### config.mk
export PLATFORM = sky130hd
export DESIGN_NAME = if_stage_flat
export DESIGN_NICKNAME = d
export VERILOG_FILES = /design/src/rtl/if_stage_if.sv /design/src/rtl/if_stage.sv /design/src/flat_wrapper.sv
export SDC_FILE = /design/constraint.sdc
export NUM_CORES = 1
export LEC_CHECK = 0
export BUFFER_PORTS_ARGS = -buffer_cell sky130_fd_sc_hd__buf_2
export CAP_MARGIN = 20
export CELL_PAD_IN_SITES_DETAIL_PLACEMENT = 0
export CELL_PAD_IN_SITES_GLOBAL_PLACEMENT = 1
export CORE_UTILIZATION = 36
export CTS_CLUSTER_SIZE = 40
export DETAILED_ROUTE_END_ITERATION = 16
export GPL_ROUTABILITY_DRIVEN = 0
export PLACE_DENSITY = 0.93
export SKIP_LAST_GASP = 1
export SYNTH_ARGS = -nofsm -noshare
export SYNTH_HDL_FRONTEND = slang
export SYNTH_SLANG_ARGS = --single-unit
### constraint.sdc
create_clock -name clk -period 2.9 [get_ports clk]
set_clock_uncertainty 0.15 [all_clocks]
set_input_delay 0.58 -clock clk [delete_from_list [all_inputs] [get_ports clk]]
set_output_delay 0.58 -clock clk [all_outputs]
set_load 0.02 [all_outputs]
### src/rtl/if_stage_if.sv
// rtl/if_stage_if.sv - if_stage control, ROM handshake and IF/ID output bundle
interface if_stage_if #(
  parameter int ADDR_W = 32,
  parameter int INST_W = 32
);
  logic              stall_i;
  logic              flush_i;
  logic [ADDR_W-1:0] new_pc_i;
  logic              branch_flag_i;
  logic [ADDR_W-1:0] branch_target_i;
  logic [INST_W-1:0] rom_data_i;
  logic              rom_ready_i;
  logic [ADDR_W-1:0] rom_addr_o;
  logic              rom_ce_o;
  logic [ADDR_W-1:0] id_pc_o;
  logic [INST_W-1:0] id_inst_o;
  logic              id_valid_o;

  modport slave (
    input  stall_i, flush_i, new_pc_i, branch_flag_i, branch_target_i,
    input  rom_data_i, rom_ready_i,
    output rom_addr_o, rom_ce_o, id_pc_o, id_inst_o, id_valid_o
  );

  modport master (
    output stall_i, flush_i, new_pc_i, branch_flag_i, branch_target_i,
    output rom_data_i, rom_ready_i,
    input  rom_addr_o, rom_ce_o, id_pc_o, id_inst_o, id_valid_o
  );
endinterface

### src/rtl/if_stage.sv
// rtl/if_stage.sv - instruction fetch stage: PC register, ROM drive, IF/ID register
// Optional branch delay slot enabled by defining IF_BRANCH_DELAY_SLOT_EN.
module if_stage #(
  parameter int                ADDR_W       = 32,
  parameter int                INST_W       = 32,
  parameter logic [ADDR_W-1:0] RESET_VECTOR = '0,
  parameter int unsigned       PC_STEP      = 4
) (
  input  logic      clk,
  input  logic      rst,
  if_stage_if.slave bus
);
  logic              r_ce;
  logic [ADDR_W-1:0] r_pc;
  logic [ADDR_W-1:0] r_id_pc;
  logic [INST_W-1:0] r_id_inst;
  logic              r_id_valid;

  logic              w_ce_nxt;
  logic [ADDR_W-1:0] w_pc_nxt;
  logic [ADDR_W-1:0] w_id_pc_nxt;
  logic [INST_W-1:0] w_id_inst_nxt;
  logic              w_id_valid_nxt;
  logic              w_fetch_ok;

`ifdef IF_BRANCH_DELAY_SLOT_EN
  logic              r_pend;
  logic [ADDR_W-1:0] r_pend_tgt;
  logic              w_pend_nxt;
  logic [ADDR_W-1:0] w_pend_tgt_nxt;
`endif

  assign w_fetch_ok     = r_ce & bus.rom_ready_i;
  assign bus.rom_addr_o = r_pc;
  assign bus.rom_ce_o   = r_ce;
  assign bus.id_pc_o    = r_id_pc;
  assign bus.id_inst_o  = r_id_inst;
  assign bus.id_valid_o = r_id_valid;

  always_comb begin
    w_ce_nxt       = 1'b1;
    w_pc_nxt       = r_pc;
    w_id_pc_nxt    = r_id_pc;
    w_id_inst_nxt  = r_id_inst;
    w_id_valid_nxt = r_id_valid;
`ifdef IF_BRANCH_DELAY_SLOT_EN
    w_pend_nxt     = r_pend;
    w_pend_tgt_nxt = r_pend_tgt;
`endif
    if (!r_ce) begin
      w_pc_nxt       = RESET_VECTOR;
      w_id_pc_nxt    = '0;
      w_id_inst_nxt  = '0;
      w_id_valid_nxt = 1'b0;
    end else if (bus.flush_i) begin
      w_pc_nxt       = bus.new_pc_i;
      w_id_pc_nxt    = '0;
      w_id_inst_nxt  = '0;
      w_id_valid_nxt = 1'b0;
`ifdef IF_BRANCH_DELAY_SLOT_EN
      w_pend_nxt     = 1'b0;
`endif
    end else if (bus.stall_i) begin
      // decode re-presents a stalled branch, so nothing is latched here
      w_pc_nxt       = r_pc;
    end
`ifdef IF_BRANCH_DELAY_SLOT_EN
    else if (bus.branch_flag_i || r_pend) begin
      if (w_fetch_ok) begin
        w_id_pc_nxt    = r_pc;
        w_id_inst_nxt  = bus.rom_data_i;
        w_id_valid_nxt = 1'b1;
        w_pc_nxt       = r_pend ? r_pend_tgt : bus.branch_target_i;
        w_pend_nxt     = 1'b0;
      end else begin
        // delay slot not yet fetched: remember the target until ROM answers
        w_id_pc_nxt    = '0;
        w_id_inst_nxt  = '0;
        w_id_valid_nxt = 1'b0;
        if (!r_pend) begin
          w_pend_nxt     = 1'b1;
          w_pend_tgt_nxt = bus.branch_target_i;
        end
      end
    end
`else
    else if (bus.branch_flag_i) begin
      w_pc_nxt       = bus.branch_target_i;
      w_id_pc_nxt    = '0;
      w_id_inst_nxt  = '0;
      w_id_valid_nxt = 1'b0;
    end
`endif
    else if (w_fetch_ok) begin
      w_id_pc_nxt    = r_pc;
      w_id_inst_nxt  = bus.rom_data_i;
      w_id_valid_nxt = 1'b1;
      w_pc_nxt       = r_pc + ADDR_W'(PC_STEP);
    end else begin
      w_id_pc_nxt    = '0;
      w_id_inst_nxt  = '0;
      w_id_valid_nxt = 1'b0;
    end
  end

  always_ff @(posedge clk) begin
    if (rst) begin
      r_ce       <= 1'b0;
      r_pc       <= RESET_VECTOR;
      r_id_pc    <= '0;
      r_id_inst  <= '0;
      r_id_valid <= 1'b0;
    end else begin
      r_ce       <= w_ce_nxt;
      r_pc       <= w_pc_nxt;
      r_id_pc    <= w_id_pc_nxt;
      r_id_inst  <= w_id_inst_nxt;
      r_id_valid <= w_id_valid_nxt;
    end
  end

`ifdef IF_BRANCH_DELAY_SLOT_EN
  always_ff @(posedge clk) begin
    if (rst) begin
      r_pend     <= 1'b0;
      r_pend_tgt <= '0;
    end else begin
      r_pend     <= w_pend_nxt;
      r_pend_tgt <= w_pend_tgt_nxt;
    end
  end
`endif
endmodule

### src/flat_wrapper.sv
// flat-port wrapper written by rule: the top's interface ports become plain ports
module if_stage_flat 
#(
  parameter int                ADDR_W       = 32,
  parameter int                INST_W       = 32,
  parameter logic [ADDR_W-1:0] RESET_VECTOR = '0,
  parameter int unsigned       PC_STEP      = 4
)
  (clk, rst, bus_stall_i, bus_flush_i, bus_new_pc_i, bus_branch_flag_i, bus_branch_target_i, bus_rom_data_i, bus_rom_ready_i, bus_rom_addr_o, bus_rom_ce_o, bus_id_pc_o, bus_id_inst_o, bus_id_valid_o);
  if_stage_if #(.ADDR_W(ADDR_W), .INST_W(INST_W)) bus_i ();
  input  logic clk;
  input  logic rst;
  input wire logic [$bits(bus_i.stall_i)-1:0] bus_stall_i;
  input wire logic [$bits(bus_i.flush_i)-1:0] bus_flush_i;
  input wire logic [$bits(bus_i.new_pc_i)-1:0] bus_new_pc_i;
  input wire logic [$bits(bus_i.branch_flag_i)-1:0] bus_branch_flag_i;
  input wire logic [$bits(bus_i.branch_target_i)-1:0] bus_branch_target_i;
  input wire logic [$bits(bus_i.rom_data_i)-1:0] bus_rom_data_i;
  input wire logic [$bits(bus_i.rom_ready_i)-1:0] bus_rom_ready_i;
  output wire logic [$bits(bus_i.rom_addr_o)-1:0] bus_rom_addr_o;
  output wire logic [$bits(bus_i.rom_ce_o)-1:0] bus_rom_ce_o;
  output wire logic [$bits(bus_i.id_pc_o)-1:0] bus_id_pc_o;
  output wire logic [$bits(bus_i.id_inst_o)-1:0] bus_id_inst_o;
  output wire logic [$bits(bus_i.id_valid_o)-1:0] bus_id_valid_o;
  assign bus_i.stall_i = bus_stall_i;
  assign bus_i.flush_i = bus_flush_i;
  assign bus_i.new_pc_i = bus_new_pc_i;
  assign bus_i.branch_flag_i = bus_branch_flag_i;
  assign bus_i.branch_target_i = bus_branch_target_i;
  assign bus_i.rom_data_i = bus_rom_data_i;
  assign bus_i.rom_ready_i = bus_rom_ready_i;
  assign bus_rom_addr_o = bus_i.rom_addr_o;
  assign bus_rom_ce_o = bus_i.rom_ce_o;
  assign bus_id_pc_o = bus_i.id_pc_o;
  assign bus_id_inst_o = bus_i.id_inst_o;
  assign bus_id_valid_o = bus_i.id_valid_o;
  if_stage #(.ADDR_W(ADDR_W), .INST_W(INST_W), .RESET_VECTOR(RESET_VECTOR), .PC_STEP(PC_STEP)) u_core (.clk(clk), .rst(rst), .bus(bus_i));
endmodule
# --- Word level (Yosys, flattened, before mapping) ---
# Cells that the tools add are included.
word_totals:
  register_bits: 98
  word_cells: 24
op_classes:
  add_sub_neg: 1
  eq_ne: 1
  muxes: 11
  n_bitwise: 2
  reduce_logical: 4
ops:
  columns: ["op", "count"]
  rows:
  - ["32-bit two-way mux", 8]
  - ["32-bit by 3-bit adder with 32-bit output (second input constant)", 1]
  - ["1-bit two-way mux", 3]
  - ["3-bit nonzero test", 1]
  - ["3-bit OR reduction", 1]
  - ["2-bit by 1-bit != test with 1-bit output (second input constant)", 1]
  - ["2-bit AND reduction", 1]
  - ["2-bit OR reduction", 1]
  - ["1-bit AND", 1]
  - ["1-bit inverter", 1]

# --- Depth between registers and ports, before layout ---
logic_depth:
  ltp_word: 5
  depth_mapped: 8
  ltp_nobuf: 6

# --- Worst setup path before layout ---
# No wires, ideal clock.
synth_path:
  path_kind: "register to register"
  start: "register u_core.r_pc[2] (netlist: u_core.bus.rom_addr_o[2])"
  end: "register u_core.r_pc[28] (netlist: u_core.bus.rom_addr_o[28])"
  setup_time_ps: 119
  t_arrival_ps: 1725
  path_slack_ps: 907
  stages_incl_launch_ff: 7
  n_path_buf: 0
  cell_sequence: "dfxtp_1 -> ha_1 -> and3_1 -> nand4_4 -> nor4_4 -> a41oi_1 -> o221a_1"
synth_via:
  elab_chain_cells: 5
synth_lines:
  columns: ["item", "line_no", "source"]
  rows:
  - ["from (decl)", "if_stage.sv:14", "logic [ADDR_W-1:0] r_pc;"]
  - ["from (signal assigned)", "if_stage.sv:115", "r_pc <= w_pc_nxt;"]
  - ["32-bit by 3-bit adder with 32-bit output", "if_stage.sv:98", "w_pc_nxt = r_pc + ADDR_W'(PC_STEP);"]
  - ["32-bit two-way mux", "if_stage.sv:94", "else if (w_fetch_ok) begin"]
  - ["32-bit two-way mux", "if_stage.sv:87", "else if (bus.branch_flag_i) begin"]
  - ["32-bit two-way mux", "if_stage.sv:63", "end else if (bus.stall_i) begin"]
  - ["32-bit two-way mux", "if_stage.sv:55", "end else if (bus.flush_i) begin"]
# Every way passes these cells. The select of a mux whose other input is x is not followed.
# A chain may end at the register's enable or synchronous reset.

# --- Final worst setup path ---
# Ends and elaborated chain as after synthesis.

==> impl_metrics.toml <==
[hold_path]
worstHoldEndpoint = "u_core.bus.rom_ce_o"
whs_path_depth = 2
hold_class = "in -> reg"
min_from = "rst"

[logic_synthesis]
ys_seq_area_frac = 0.4320
synth_nets = 647
synth_top_cells_by_area = "dfxtp_1 43%, a22oi_1 11%, nor2_1 7.4%"
ys_ff_latch = 98
synth_cells = 544
yosys_warnings = 0
synth_largest_area_cell = "dfxtp_1"
netlist.area_leader.share = 0.4320
avgSynthCellArea_sq_um = 8.349
async_flop_share = 0
yosys_most_used_dff = "dfxtp_1"
netlist_area_sq_um = 4542
synth_edf_count = 0
ys_types = 62

[drt]
drt_iter0_markers = 561
wl_per_cell_um = 17.90
final_antenna_net_count = 0
via_per_inst = 5.740
vias = 5166
wirelength_um = 16110
dr.pass1.iters = 7
drcViolationCount = 0

[pwr]
pwr-share-comb = 0.119
internal_power_uw = 2175
pwr-share-clk = 0.404
total_leakage_power_uw = 0.002575
swShare = 0.2621
ir_drop_v = 0.0002400
seqPwrFrac = 0.476
switching_power_uw = 772.4
p_per_area_nw_per_um2 = 490.7

[grt]
track_usage = 0.2479
grt_pass1_wl_um = 25050
grt_antenna_before_repair = 0
grt_max_degree = 56
grt_pass1_vias = 4836
grt-ovfl-total = 0

[cts]
cts_max_path_buffers = 2
h-tree-depth = 3
clkSinkCount = 98
cts_buffers = 9
hold_buffers = 0
cts_setup_buffers = 0
cts_root_buf = "clkbuf_16"
cts.clk_slew.worst_paths_ns = 0.07
clk_latency_ns = 0.35
postCtsResizedCells = 0
cts_tree = "yes"

[finish]
fin_cells = 900
final_cell_area_sq_um = 6006
drive_gt1_frac = 0.3456
syn_to_final_growth_pct = 32.23
nets = 830
diodes = 0

[worst_setup_path]
cp-start-kind = "flip-flop"
reg2reg_slack_ns = 0.57
cp.arrival_ns = 2.42
reg2reg_from = "u_core.bus.rom_addr_o[2]"
critPathTopFamily = "simple AND/OR/NAND/NOR gates"
slowest_delay_ns = 0.51
worstPathRequired_ns = 2.99
worstPathMaxFanout = 8
path_buf_inv = 0
r2r_cells = 6
cp_slowest_cell = "dfxtp_1"
path_class = "reg -> reg"
cp_cell_sequence = "ha_1 -> and3_1 -> nand4_4 -> nor4_4 -> a41oi_1 -> o221a_1"
cp-end-kind = "flip-flop"
reg2reg_to = "u_core.bus.rom_addr_o[28]"
cp.depth = 6

[job]
maxCapViolCount = 0

[floorplan]
initial_utilization = 0.3735
rows = 40
dieArea_sq_um = 13070
die_x_um = 114.3
num_io_pins = 200
core_sq_um = 12160
die_y_um = 114.3

[timing]
slew_viol_final = 0
hold_viol = 0
grt_setup_unrepaired = "false"
setup_tns_ns = 0
timing.hold.ws_ns = 0.2577
fin_ws_ns = 0.5743
relSlewSlack = 0.5956
period_share = 0.8020
fin_crit_ns = 2.326
setup_viol = 0
max_freq_mhz = 430.0
tightest_slew_ns = 0.6067

[placed_design]
placed_area_sq_um = 5718
port-buffer-count = 199
place_ws_ns = 0.5340
place_inst = 884
dp_hpwl_um = 11680

[outcome]
status = "finished clean"
## power groups by stage
stage                     Combinational (uW)  Sequential (uW)  Clock [uW]
after detailed placement                 347             1430           0
final                                    352             1400        1190
after global routing                     379             1410        1270
after floorplan                          169             1450           0
after CTS                                349             1400        1210
after global placement                   341             1430           0
## logic make-up (layout without fill, tap and decap cells)
logic type	Yosys count	count (layout)	share of synthesized area
simple gates	201	201	0.2171
compound gates	182	182	0.2799
flops	98	98	0.4320
buf+inv	54	242	0.05069
mux	8	8	0.01763
fa+ha+maj	1	1	0.002754
## cell usage in the layout (no fill, tap or decap), types with 3 or more instances in the layout
cell | Yosys | final
nand2b_1 | 3 | 3
nor3_1 | 14 | 13
a221o_1 | 3 | 3
dfxtp_1 | 98 | 98
nand2_1 | 38 | 37
a22oi_1 | 66 | 66
a21oi_1 | 29 | 29
o21ai_0 | 27 | 26
a221oi_1 | 5 | 5
a22o_1 | 4 | 4
buf_2 | 14 | 199
and4_1 | 3 | 3
nor2b_1 | 3 | 3
a222oi_1 | 4 | 4
clkbuf_16 | 0 | 9
o21ai_1 | 2 | 3
buf_4 | 2 | 20
nor4_1 | 5 | 5
a31oi_1 | 5 | 5
nor4_2 | 3 | 3
o211ai_1 | 5 | 5
o22ai_1 | 11 | 11
and3_1 | 6 | 6
mux2i_1 | 8 | 8
inv_1 | 6 | 6
nor2_1 | 90 | 90
nand4_1 | 7 | 7
nand3_1 | 16 | 16
## per-layer routing
| layer | part of all wire | GRT usage |
|---|---|---|
| met3 | 0.093 | 0.05188 |
| met5 | 0 | 0 |
| met2 | 0.46 | 0.4024 |
| met4 | 0.026 | 0.1195 |
| met1 | 0.42 | 0.3133 |
## worst max path at each step
stage | from | end | slack [ns]
detailed placement | bus_branch_flag_i | u_core.bus.rom_addr_o[8] | 0.53
global route | u_core.bus.rom_addr_o[2] | u_core.bus.rom_addr_o[28] | 0.48
floorplan | u_core.bus.rom_addr_o[2] | u_core.bus.rom_addr_o[28] | 0.91
finish | u_core.bus.rom_addr_o[2] | u_core.bus.rom_addr_o[28] | 0.57
global placement | bus_branch_flag_i | u_core.bus.rom_addr_o[20] | 0.58
CTS | u_core.bus.rom_addr_o[2] | u_core.bus.rom_addr_o[28] | 0.64
## flip-flops by register name (all words and copies together), names as in the netlist
name,count
u_core.bus.id_inst_o,32
u_core.bus.id_pc_o,32
u_core.bus.rom_addr_o,32
u_core.bus.id_valid_o,1
u_core.bus.rom_ce_o,1
## cell usage after synthesis, drive strengths merged (2+ instances only)
| master | count |
|---|---|
| nor2b | 3 |
| nor2 | 90 |
| o211ai | 5 |
| o21a | 2 |
| nand2b | 3 |
| nor3 | 15 |
| a222oi | 4 |
| nand3 | 17 |
| or2 | 2 |
| a22o | 4 |
| a221o | 3 |
| a21o | 2 |
| and4 | 5 |
| nor4 | 9 |
| nand4 | 9 |
| a31oi | 5 |
| buf | 28 |
| a21oi | 29 |
| and3 | 7 |
| a22oi | 66 |
| o311ai | 2 |
| o22ai | 11 |
| clkbuf | 20 |
| inv | 6 |
| dfxtp | 98 |
| mux2i | 8 |
| a221oi | 5 |
| o21ai | 29 |
| nand2 | 39 |
## per-stage QoR
stage,utilization,total power [uW]
after floorplan,-,1614
after global placement,0.4702,1773
after detailed placement,0.4702,1781
after CTS,0.4938,2965
after global routing,0.4938,3060
final,0.4938,2947
## cell type report
cell class	count	area, sq um
repair buffers	220	1166
multi-input cells	392	2357
flip-flops and latches	98	1962
clock inverters	5	55.05
inverters	6	22.52
clock buffers	11	232.7
fillers	1185	6156
well taps	168	210.2
Power figures use the tool's default switching activity.
